## config.mk

```make
export PLATFORM = sky130hd
export DESIGN_NAME = farm_sensor_req
export DESIGN_NICKNAME = d
export VERILOG_FILES = /design/src/rtl/traffic_pkg.sv /design/src/rtl/loop_debounce.sv /design/src/rtl/farm_sensor_req.sv
export SDC_FILE = /design/constraint.sdc
export NUM_CORES = 1
export LEC_CHECK = 0
export BUFFER_PORTS_ARGS = -buffer_cell sky130_fd_sc_hd__buf_2
export CAP_MARGIN = 20
export CORE_ASPECT_RATIO = 0.75
export CORE_MARGIN = 1.5
export CORE_UTILIZATION = 31
export DETAILED_ROUTE_END_ITERATION = 10
export HOLD_SLACK_MARGIN = 0.08
export PLACE_DENSITY = 0.55
export SLEW_MARGIN = 20
export SYNTH_ARGS = -nofsm -noshare
export SYNTH_HDL_FRONTEND = slang
export SYNTH_SLANG_ARGS = --single-unit
```

## constraint.sdc

```tcl
create_clock -name clk -period 1.8 [get_ports clk]
set_input_delay 0 -clock clk [delete_from_list [all_inputs] [get_ports clk]]
set_output_delay 0 -clock clk [all_outputs]
set_load 0.05 [all_outputs]
```

## src/rtl/traffic_pkg.sv

```systemverilog
// Shared lamp encodings and loop-debounce state type for the intersection.
package traffic_pkg;

    localparam logic [2:0] LAMP_RED    = 3'b100;
    localparam logic [2:0] LAMP_YELLOW = 3'b010;
    localparam logic [2:0] LAMP_GREEN  = 3'b001;

    typedef enum logic [1:0] {
        LO     = 2'd0,
        CHK_HI = 2'd1,
        HI     = 2'd2,
        CHK_LO = 2'd3
    } deb_state_e;

endpackage

```

## src/rtl/loop_debounce.sv

```systemverilog
// Two-flop synchronizer and debounce FSM for one inductive loop;
// emits one-cycle arrive_p/depart_p pulses on accepted level changes.
module loop_debounce
    import traffic_pkg::*;
#(
    parameter int DEB_CYC = 4
) (
    input  logic clk,
    input  logic rst_n,
    input  logic loop_raw,
    output logic arrive_p,
    output logic depart_p
);

    localparam int DW = (DEB_CYC > 2) ? $clog2(DEB_CYC) : 1;
    localparam logic [DW-1:0] DEB_LAST = DW'(DEB_CYC - 1);

    logic          r_s1;
    logic          r_s2;
    deb_state_e    r_state;
    logic [DW-1:0] r_deb;
    logic          w_accept;

    assign w_accept = (r_deb == DEB_LAST);
    // Pulses fire in the acceptance cycle so the counter updates on the same edge as the FSM.
    assign arrive_p = (r_state == CHK_HI) && r_s2 && w_accept;
    assign depart_p = (r_state == CHK_LO) && !r_s2 && w_accept;

    always_ff @(posedge clk) begin
        if (!rst_n) begin
            r_s1    <= 1'b0;
            r_s2    <= 1'b0;
            r_state <= LO;
            r_deb   <= '0;
        end else begin
            r_s1 <= loop_raw;
            r_s2 <= r_s1;
            case (r_state)
                LO: begin
                    if (r_s2) begin
                        r_state <= CHK_HI;
                        r_deb   <= DW'(1);
                    end
                end
                CHK_HI: begin
                    if (!r_s2)         r_state <= LO;
                    else if (w_accept) r_state <= HI;
                    else               r_deb   <= r_deb + 1'b1;
                end
                HI: begin
                    if (!r_s2) begin
                        r_state <= CHK_LO;
                        r_deb   <= DW'(1);
                    end
                end
                CHK_LO: begin
                    if (r_s2)          r_state <= HI;
                    else if (w_accept) r_state <= LO;
                    else               r_deb   <= r_deb + 1'b1;
                end
                default: r_state <= LO;
            endcase
        end
    end

endmodule

```

## src/rtl/farm_sensor_req.sv

```systemverilog
// Farm-road vehicle counter driving the controller request input c.
// Optional green-timeout yield enabled by FARM_SENSOR_TIMEOUT_EN.
module farm_sensor_req
    import traffic_pkg::*;
#(
    parameter int DEB_CYC   = 4,
    parameter int CNT_W     = 4,
    parameter int MAX_GREEN = 64
) (
    input  logic             clk,
    input  logic             rst_n,
    input  logic             loop_raw,
    input  logic [2:0]       light_farm,
    output logic             car_req,
    output logic [CNT_W-1:0] car_count,
    output logic             overflow
);

    localparam logic [CNT_W-1:0] CNT_MAX = '1;

    if (DEB_CYC < 2 || MAX_GREEN < 2) begin : g_bad_param
        $error("farm_sensor_req: DEB_CYC and MAX_GREEN must be >= 2");
    end

    logic             w_arrive;
    logic             w_depart;
    logic             w_green;
    logic             w_dec;
    logic             w_sat;
    logic [CNT_W-1:0] w_next_count;
    logic             w_next_req;
    logic [CNT_W-1:0] r_count;
    logic             r_req;
    logic             r_ovf;

    loop_debounce #(
        .DEB_CYC (DEB_CYC)
    ) u_deb (
        .clk      (clk),
        .rst_n    (rst_n),
        .loop_raw (loop_raw),
        .arrive_p (w_arrive),
        .depart_p (w_depart)
    );

    assign w_green = (light_farm == LAMP_GREEN);
    assign w_sat   = (r_count == CNT_MAX);
    // A vehicle leaving under red/yellow was never served, so it is not retired.
    assign w_dec   = w_depart && w_green && (r_count != '0);

    always_comb begin
        w_next_count = r_count;
        if (w_arrive && !w_sat) w_next_count = r_count + 1'b1;
        else if (w_dec)         w_next_count = r_count - 1'b1;
    end

`ifdef FARM_SENSOR_TIMEOUT_EN
    localparam int TW = $clog2(MAX_GREEN);
    localparam logic [TW-1:0] T_LAST = TW'(MAX_GREEN - 1);

    logic [TW-1:0] r_timer;
    logic          r_expired;
    logic          w_next_expired;

    assign w_next_expired = w_green && (r_expired || (r_timer == T_LAST));
    assign w_next_req     = (w_next_count != '0) && !w_next_expired;

    always_ff @(posedge clk) begin
        if (!rst_n) begin
            r_timer   <= '0;
            r_expired <= 1'b0;
        end else begin
            r_expired <= w_next_expired;
            if (!w_green)              r_timer <= '0;
            else if (r_timer != T_LAST) r_timer <= r_timer + 1'b1;
        end
    end
`else
    assign w_next_req = (w_next_count != '0);
`endif

    always_ff @(posedge clk) begin
        if (!rst_n) begin
            r_count <= '0;
            r_req   <= 1'b0;
            r_ovf   <= 1'b0;
        end else begin
            r_count <= w_next_count;
            r_req   <= w_next_req;
            if (w_arrive && w_sat) r_ovf <= 1'b1;
        end
    end

    assign car_count = r_count;
    assign car_req   = r_req;
    assign overflow  = r_ovf;

endmodule

```

Yosys cells after proc, flatten, opt, wreduce, memory -nomap -nowiden
Cells that the tools add are included.
{"block": "totals", "out_inout_bits": 6, "wordCells": 51, "register_bits": 12, "inputBits": 6}
{"block": "classes", "addsub": 3, "n_eq_ne": 12, "reduce_logical": 15, "muxes": 14}
{"operator": "$mux W2", "count": 10}
{"operator": "$pmux W2 S4", "count": 2}
{"operator": "$logic_and A1 B1 Y1", "count": 8}
{"operator": "$mux W4", "count": 2}
{"operator": "$reduce_and A4 Y1", "count": 2}
{"operator": "$reduce_bool A4 Y1", "count": 2}
{"operator": "$eq A2 B2 Y1 const B", "count": 3}
{"operator": "$add A4 B1 Y4 const B", "count": 1}
{"operator": "$eq A4 B4 Y1 const B", "count": 1}
{"operator": "$ne A2 B1 Y1 const B", "count": 2}
{"operator": "$ne A2 B2 Y1 const B", "count": 2}
{"operator": "$sub A4 B1 Y4 const B", "count": 1}
{"operator": "$eq A3 B1 Y1 const B", "count": 1}
{"operator": "$ne A3 B1 Y1 const B", "count": 1}
{"operator": "$ne A3 B3 Y1 const B", "count": 1}
{"operator": "$add A2 B1 Y2 const B", "count": 1}
{"operator": "$eq A2 B1 Y1 const B", "count": 1}
{"operator": "$logic_not A1 Y1", "count": 2}
{"operator": "$logic_not A2 Y1", "count": 1}

Longest topological paths before layout
Gate-level depths: netlist (run 1).
{"block": "depth", "depth_word": 8, "ltp_mapped": 7, "ltp_nobuf": 7}

By module
Synthesis (run 1) repeated with hierarchy kept, for this count alone.
{"block": "unflattened", "hier_cells": 76, "area_unflattened_um2": 724.4}
{"module": "farm_sensor_req", "cells_per_inst": 51, "area_each_um2": 464.2, "instances": 1, "seq_area_each_um2": 120.1}
{"module": "loop_debounce", "cells_per_inst": 25, "area_each_um2": 260.2, "instances": 1, "seq_area_each_um2": 120.1}

Worst setup path before layout (run 1)
No wires, ideal clock.
{"block": "synth_timing", "kind": "reg-to-reg", "from": "reg r_count[0] (netlist: car_count[0])", "to": "reg r_req (netlist: car_req)", "slack_ps": -230, "stages_incl_launch_ff": 8, "path_buffers": 0, "t_arrival_ps": 1899, "cell_sequence": "dfxtp_1 -> inv_1 -> ha_1 -> nor3b_2 -> nor4_4 -> a22oi_1 -> xor2_1 -> a31oi_2"}
{"block": "synth_via", "elab_chain_len": 5}
{"item": "start: declaration", "line": "farm_sensor_req.sv:32", "source": "logic [CNT_W-1:0] r_count;"}
{"item": "start signal: assignment", "line": "farm_sensor_req.sv:88", "source": "r_count <= w_next_count;"}
{"item": "branches (longest 3 deep; another with $sub A4 B1 Y4)"}
{"item": "$mux W4 (*)", "line": "farm_sensor_req.sv:53", "source": "if (w_arrive && !w_sat) w_next_count = r_count + 1'b1;"}
{"item": "$reduce_bool A4 Y1 (*)", "line": "farm_sensor_req.sv:79", "source": "assign w_next_req = (w_next_count != '0);"}
{"item": "end signal: assignment", "line": "farm_sensor_req.sv:89", "source": "r_req <= w_next_req;"}
{"item": "end: declaration", "line": "farm_sensor_req.sv:33", "source": "logic r_req;"}
Mark *: on every way between the ends.
A chain may end at the register's enable or synchronous reset.

Worst setup path in the final report (run 1)
{"block": "layout_timing", "from": "reg r_count[1] (netlist: car_count[1])", "to": "reg r_req (netlist: car_req)"}
The elaborated chain is that of the path after synthesis.

==> summary.txt, run 1 <==
Outcome
  • Status: completed

Floorplanning
  • IO Pins: 12
  • Die ar.: ~0.0024 mm2
  • Die Wd: 55.70 um
  • Row cnt: 14
  • CORE AREA: approximately 0.0020 mm2
  • Die Span Y: 42.52 um
  • Starting Density: 0.3262

Yosys
  • Syn. warnings: 0
  • Register area share after synthesis: 0.3721
  • Synthesized area: between 600 and 700 um2
  • Yosys reg bits: 12
  • Post-Syn Nets: 75
  • Gate Count Post-Synth: 66
  • Distinct cells, synth: 28
  • Avg Cell Area, Syn: between 9 and 10 um2

Cells and area
  • Commonest non-fill, non-tap cell in the layout: buf_2
  • Fillers: 190
  • Layout Nets: 98
  • Ratio of cells with drive above 1 in the final layout: 0.4886
  • Most frequent cells in the layout: buf_2, nor2_1, dfxtp_1
  • Area growth syn-to-layout: 37.79%
  • Number of diodes: 0

Global route
  • Pin count of the biggest net entering global routing: 9
  • Congestion Overflow GR: 0
  • GRT Util Overall: 0.1188
  • Global-route wire length before repair: 2.097 mm
  • Vias in the first global route: 490
  • Initial antenna violation count: 0

Run
  • Max-cap check violation count: 0

Clock network
  • H-tree depth: 1
  • Clock sink count: 12
  • CTS Buffer Depth: 2
  • Skew-Pair Late Insertion Delay: ~0.27 ns
  • Worst-path clk slew: around 0.08 ns
  • TritonCTS Buffers: 3
  • CTS tree: done
  • Clock Root Buffer: clkbuf_4

Pwr
  • Total design power: between 500 and 600 uW
  • Power Dens Cells: between 500 and 600 mW/mm2
  • Comb power frac: 0.045
  • Sw power: roughly 110 uW
  • Sw Ratio: 0.2073
  • Maximum VDD drop: ~0.36 mV
  • Leakage power figure: roughly 0.00039 uW
  • Sequential share of power: 0.534
  • Int Pwr: 402.2 uW
  • Power share of the clock group: 0.421

Worst setup path
  • Worst-path fanout max: 6
  • Worst Path Arrival: around 1.9 ns
  • R2R cell count: 7
  • WS Path Type: reg -> reg
  • CP Capture Type: flop
  • CP required: about 2.0 ns
  • CP Launch Type: flop

Timing
  • Fin crit period: approximately 1.8 ns
  • Fin. max-slew vios: 0
  • Final period util: 0.9879
  • Worst Skew: approximately 0.0033 ns
  • # setup viols final: 0
  • Post-route setup TNS: 0 ns
  • Final hold violations: 0
  • Relative slew slack: 0.7298
  • Unrepaired setup endpoints after global routing: yes
  • Fmax: approximately 560 MHz
  • Worst-margin pin slew: about 0.40 ns

Detailed routing
  • Vias per cell: approximately 4.8
  • Iteration-0 DRC Markers: 11
  • Vias: 533
  • Antenna-violating nets left: 0
  • Avg WL per Cell: between 10 and 15 um
  • Pre-antenna DRT Iters: 3
  • Total Wirelength: ~1.3 mm
  • Residual DRC count: 0

Placed design
  • Port bufs: 11
  • DPL Wire Length: ~890 um
  • RD Place Congestion: ~0.78

Worst hold path
  • WHS Path Cells: 5
  • Hold Crit Class: in -> reg
flip-flops by register name (all words and copies together), names as in the netlist, named ones only:
name,count
u_deb.r_s1,1
u_deb.r_deb,2
overflow,1
car_req,1
u_deb.r_state,1
car_count,4
u_deb.r_s2,1
cell type report:
type,count,area [um2],area share
inverter,3,13.76,0.01547
clock buffer,4,36.28,0.04079
timing repair buffer,18,115.1,0.1294
sequential,12,251.5,0.2827
tap,24,30.03,0.03376
multi-input combinational,51,442.9,0.4979
logic make-up after synthesis:
kind of cell / Yosys count / share of synthesized area
compound gates: 10 / 0.1260
xor+xnor: 5 / 0.06784
fa+ha+maj: 3 / 0.05815
buf+inv: 3 / 0.01744
flops: 12 / 0.3721
mux: 1 / 0.01744
simple gates: 32 / 0.3411
layer usage:
layer  wire length [um]  global-route usage
met5                  0                   0
met4                 19             0.05854
met3                 49             0.04630
met2                616              0.1857
met1                662              0.1429
stage by stage:
stage	util	area, um2	std cells	setup WS [ns]	hold slack [ns]
global route	0.4494	889.6	112	-0.06430	0.2962
floorplan	-	650.6	66	0.01704	0.1217
global placement	0.3717	735.7	101	0.06532	0.2056
detailed placement	0.3717	735.7	101	0.01687	0.2146
CTS	0.4064	804.5	108	0.01748	0.2714
finish	0.4494	889.6	112	0.02170	0.2908
cell usage after synthesis:
library cell	instances	area [um2]
ha_1	3	37.54
nor4_4	1	21.27
a21oi_1	2	10.01
a211oi_2	1	12.51
nand4b_2	1	15.01
or3_1	1	6.260
nand2_2	1	6.260
mux2_2	1	11.26
a32oi_1	1	8.760
and2_1	2	12.51
o21ai_0	2	10.01
a31oi_2	1	12.51
nand2_1	4	15.01
nor2b_4	1	13.76
dfxtp_1	12	240.2
nor2_1	10	37.54
xnor2_1	2	17.52
or4_1	1	7.510
nor3b_2	3	37.54
inv_1	3	11.26
nand4bb_1	1	11.26
nand3_2	1	10.01
a22oi_1	2	15.01
nor3_1	2	10.01
xor2_1	3	26.28
o211ai_2	1	12.51
and3_1	1	6.260
nand3_1	2	10.01
power by group through the flow:
stage               combinational [uW]  sequential, uW  clock (uW)
floorplan                         8.58             278           0
global placement                  17.5             279           0
detailed placement                17.6             279           0
CTS                               22.6             273         222
global route                      25.6             272         238
finish                            23.0             271         214
repair_timing:
action,CTS,global route
pin swaps,0,6
hold endpoints to repair,4,0
endpoints found under the setup margin,1,2
buffers inserted,0,4
hold buffers,3,0
resized for setup,1,13
cloned,0,0
worst max-delay path: stages (launching register included):
cell and delay (ns):
dfxtp_4 0.38, inv_4 0.04, ha_4 0.15, nor3b_4 0.15, nor4_4 0.44, nor3_2 0.10, a211oi_2 0.28, a31oi_2 0.11
worst paths after layout:
| kind | from | to | slack, ns |
|---|---|---|---|
| setup / recovery | car_count[1]$_SDFF_PN0_ | car_req$_SDFF_PN0_ | 0.02 |
| hold / removal | light_farm[2] | car_count[1]$_SDFF_PN0_ | 0.29 |
| setup reg to reg | car_count[1]$_SDFF_PN0_ | car_req$_SDFF_PN0_ | 0.02 |
| hold reg to reg | u_deb.r_s1$_SDFF_PN0_ | u_deb.r_s2$_SDFF_PN0_ | 0.44 |
(Power assumes the default switching activity.)
==> run 2: changes to the inputs <==
--- a/config.mk
+++ b/config.mk
@@ -7,13 +7,13 @@
 export LEC_CHECK = 0
 export BUFFER_PORTS_ARGS = -buffer_cell sky130_fd_sc_hd__buf_2
 export CAP_MARGIN = 20
-export CORE_ASPECT_RATIO = 0.75
 export CORE_MARGIN = 1.5
-export CORE_UTILIZATION = 31
+export CORE_UTILIZATION = 44
 export DETAILED_ROUTE_END_ITERATION = 10
 export HOLD_SLACK_MARGIN = 0.08
-export PLACE_DENSITY = 0.55
+export PLACE_DENSITY = 0.7
 export SLEW_MARGIN = 20
 export SYNTH_ARGS = -nofsm -noshare
 export SYNTH_HDL_FRONTEND = slang
+export SYNTH_HIERARCHICAL = 1
 export SYNTH_SLANG_ARGS = --single-unit
==> run 2 against run 1 <==
Compared with the run above: largest cell class unchanged; combinational power grew 5%; sequential power is essentially flat; non-clock buffer count up 4.
==> summary.txt, run 2 <==
Cells and area
  • Layout Nets: 109 (+11%)
  • Fin cells: 115 (+2.7%)
  • Number of diodes: 0 (unchanged)
  • Final Util: 0.6388 (+0.1893)
  • Most frequent cells in the layout: buf_2, buf_4, nand2_1, dfxtp_1, and2_1
  • Ratio of cells with drive above 1 in the final layout: 0.4646 (-0.02399)
  • Fillers: 133 (-30%)
  • Footprint of the multi-input gates: 510.5 um2 (+15%)
  • Commonest non-fill, non-tap cell in the layout: buf_2
  • Area growth syn-to-layout: 34.37%
  • Final instance area: 973.4 um2 (+9.4%)
  • FF/Latch Area: 252.7 um2 (+0.50%)
  • Max FFs per register: 4 (unchanged)

Floorplanning
  • Die Span Y: 43.58 um (+2.5%)
  • Die Wd: 43.58 um (-22%)
  • Row cnt: 14 (unchanged)
  • Die ar.: 0.001899 mm2 (-20%)
  • CORE AREA: 0.001524 mm2 (-23%)
  • Starting Density: 0.4754 (+0.1492)
  • IO Pins: 12 (unchanged)

Detailed routing
  • Antenna-violating nets left: 0 (unchanged)
  • Vias: 663 (+24%)
  • Pre-antenna DRT Iters: 4 (+1)
  • Residual DRC count: 0 (unchanged)
  • Vias per cell: 5.765 (+21%)
  • Total Wirelength: 1.648 mm (+22%)
  • Avg WL per Cell: 14.33 um (+19%)
  • Iteration-0 DRC Markers: 8 (-3)

Worst setup path
  • CP Capture Type: flop
  • Critical Path Stages: 7 (unchanged)
  • WS Path Type: reg -> reg
  • Buffer and inverter count on the worst path: 0 (-1)
  • R2r startpoint: u_deb/r_deb[0]$_SDFFE_PN0P_
  • CP required: 1.96 ns (about the same)
  • Max stage delay on crit path: 0.36 ns (-0.08 ns)
  • Worst Path Arrival: 1.93 ns (about the same)
  • Setup crit end: car_req$_SDFF_PN0_
  • Worst reg2reg path endpoint: car_req$_SDFF_PN0_
  • Reg2Reg Setup Slack: 0.02 ns (about the same)
  • Worst path cell trace: ha_4, nand2_4, nor3b_2, nand4bb_1, a211o_1, and3_1, o31a_1
  • Crit path launch: u_deb/r_deb[0]$_SDFFE_PN0P_
  • CP max stage cell: dfxtp_2
  • Family with the most delay on the worst path: simple AND/OR/NAND/NOR gates
  • R2R cell count: 7 (unchanged)
  • CP Launch Type: flop
  • Worst-path fanout max: 4 (-2)

Clock network
  • Clock sink count: 12 (unchanged)
  • Worst-path clk slew: 0.08 ns (about the same)
  • TritonCTS Buffers: 3 (unchanged)
  • Skew-Pair Late Insertion Delay: 0.26 ns (about the same)
  • Clock Root Buffer: clkbuf_4
  • H-tree depth: 1 (unchanged)
  • CTS Buffer Depth: 2 (unchanged)
  • CTS tree: done

Timing
  • Fin crit period: 1.776 ns (-0.002137 ns)
  • Relative slew slack: 0.7481 (+0.01829)
  • # setup viols final: 0 (unchanged)
  • Final hold violations: 0 (unchanged)
  • Fin. max-slew vios: 0 (unchanged)
  • Worst Skew: 0.003106 ns (-0.0002392 ns)
  • Fmax: 563.0 MHz (+0.12%)
  • Final period util: 0.9868 (-0.001187)
  • Worst-margin pin slew: 0.3744 ns (-0.02786 ns)
  • Unrepaired setup endpoints after global routing: yes
  • Final worst slack: 0.02384 ns (+0.002137 ns)

Yosys
  • Distinct cells, synth: 43 (+54%)
  • Synthesized area: 724.4 um2 (+12%)
  • Synth top area share: 0.3316 (-0.04049)
  • Ys async rst share: 0 (unchanged)
  • Post-Syn Nets: 85 (+13%)
  • Gate Count Post-Synth: 76 (+15%)
  • Post-synth EDFFs: 0 (unchanged)
  • Cell with the most instances after synthesis: dfxtp_1
  • Post-synth top cells: dfxtp_1, nand2_1, and2_1
  • Yosys reg bits: 12 (unchanged)
  • Most used DFF post-synth: dfxtp_1
  • Register area share after synthesis: 0.3316 (-0.04049)
  • Cell accounting for the most synthesized area: dfxtp_1
  • Synth top area cells: dfxtp_1, ha_1, and2_1, nand2_1, nor3b_1
  • Avg Cell Area, Syn: 9.532 um2 (-2.6%)
  • Syn. warnings: 6 (+6)

Pwr
  • Power Dens Cells: 518.6 mW/mm2 (-9.1%)
  • Maximum VDD drop: 0.4364 mV (+21%)
  • Leakage power figure: 0.0004035 uW (+2.5%)

Placed design
  • Placed cells: 108 (+6.9%)
  • Placed Instance Area: 882.1 um2 (+20%)
  • Place WS: -0.1328 ns (-0.1496 ns)
  • Port bufs: 11 (unchanged)
  • RD Place Congestion: 0.8203 (+5.8%)
  • DPL Wire Length: 1.208 mm (+36%)

Global route
  • Vias in the first global route: 609 (+24%)
  • Congestion Overflow GR: 0 (unchanged)
  • Initial antenna violation count: 0 (unchanged)
  • Global-route wire length before repair: 2.725 mm (+30%)
  • GRT Util Overall: 0.1967 (+0.07790)
  • Pin count of the biggest net entering global routing: 13 (+4)

Worst hold path
  • Hold Crit Class: in -> reg
  • WHS Path Cells: 5 (unchanged)

Outcome
  • Status: completed

Run
  • Max-cap check violation count: 0 (unchanged)
-- run 2: worst register-to-register path: stages, from the launching register on --
cell	delay [ns]
dfxtp_2	0.36
ha_4	0.15
nand2_4	0.06
nor3b_2	0.18
nand4bb_1	0.22
a211o_1	0.27
and3_1	0.19
o31a_1	0.23
-- run 2: cells by family after synthesis --
| kind of cell | count (synthesis) | share of synthesized area |
|---|---|---|
| AOI/OAI and AO/OA | 17 | 0.2090 |
| adders and majority gates | 3 | 0.05182 |
| buffers and inverters | 6 | 0.04316 |
| DFF | 12 | 0.3316 |
| xor gates and xnor gates | 2 | 0.03455 |
| and+or+nand+nor | 36 | 0.3299 |
-- run 2: routing by layer --
layer,vias to the layer above,share of wire,GRT usage
li1,336,-,-
met1,314,0.45,0.2416
met2,11,0.51,0.3382
met3,2,0.029,0.03750
met4,0,0.0079,0.07273
met5,-,0,0
-- run 2: worst min path at each step --
stage | startpoint | endpoint | slack (ns)
finish | light_farm[2] | car_count[1]$_SDFF_PN0_ | 0.42
global route | u_deb/r_s1$_SDFF_PN0_ | u_deb/r_s2$_SDFF_PN0_ | 0.45
CTS | light_farm[2] | car_count[2]$_SDFF_PN0_ | 0.43
detailed placement | loop_raw | u_deb/r_s1$_SDFF_PN0_ | 0.23
global placement | loop_raw | u_deb/r_s1$_SDFF_PN0_ | 0.21
floorplan | rst_n | u_deb/r_deb[1]$_SDFFE_PN0P_ | 0.12
-- run 2: what timing repair did --
action | in CTS | in global routing
hold buffers | 2 | 0
buffers inserted | 1 | 0
endpoints found under the setup margin | 3 | 3
pin swaps | 5 | 5
resized for setup | 5 | 2
gates cloned | 0 | 0
endpoints found under the hold margin | 7 | 0
-- run 2: layout make-up --
type / instances / area share
inverter: 3 / 0.01157
multi-input combinational: 58 / 0.5244
sequential: 12 / 0.2596
clock buffer: 4 / 0.03728
tap: 16 / 0.02057
timing repair buffer: 22 / 0.1465
-- run 2: power breakdown --
group          internal, uW  leakage (uW)  switching [uW]
sequential              266      0.000101            4.04
combinational          14.9      0.000282            9.27
clock                   123     0.0000210            87.6
total                   404      0.000404             101
-- run 2: stage by stage --
stage	TNS, ns	power, uW	hold WS [ns]
after floorplan	0	283.6	0.1175
after CTS	-0.03228	512.9	0.4266
after global placement	-0.08308	293.7	0.2086
after global routing	-0.2319	529.6	0.4508
after detailed placement	-0.2394	294.3	0.2259
final	0	504.9	0.4154
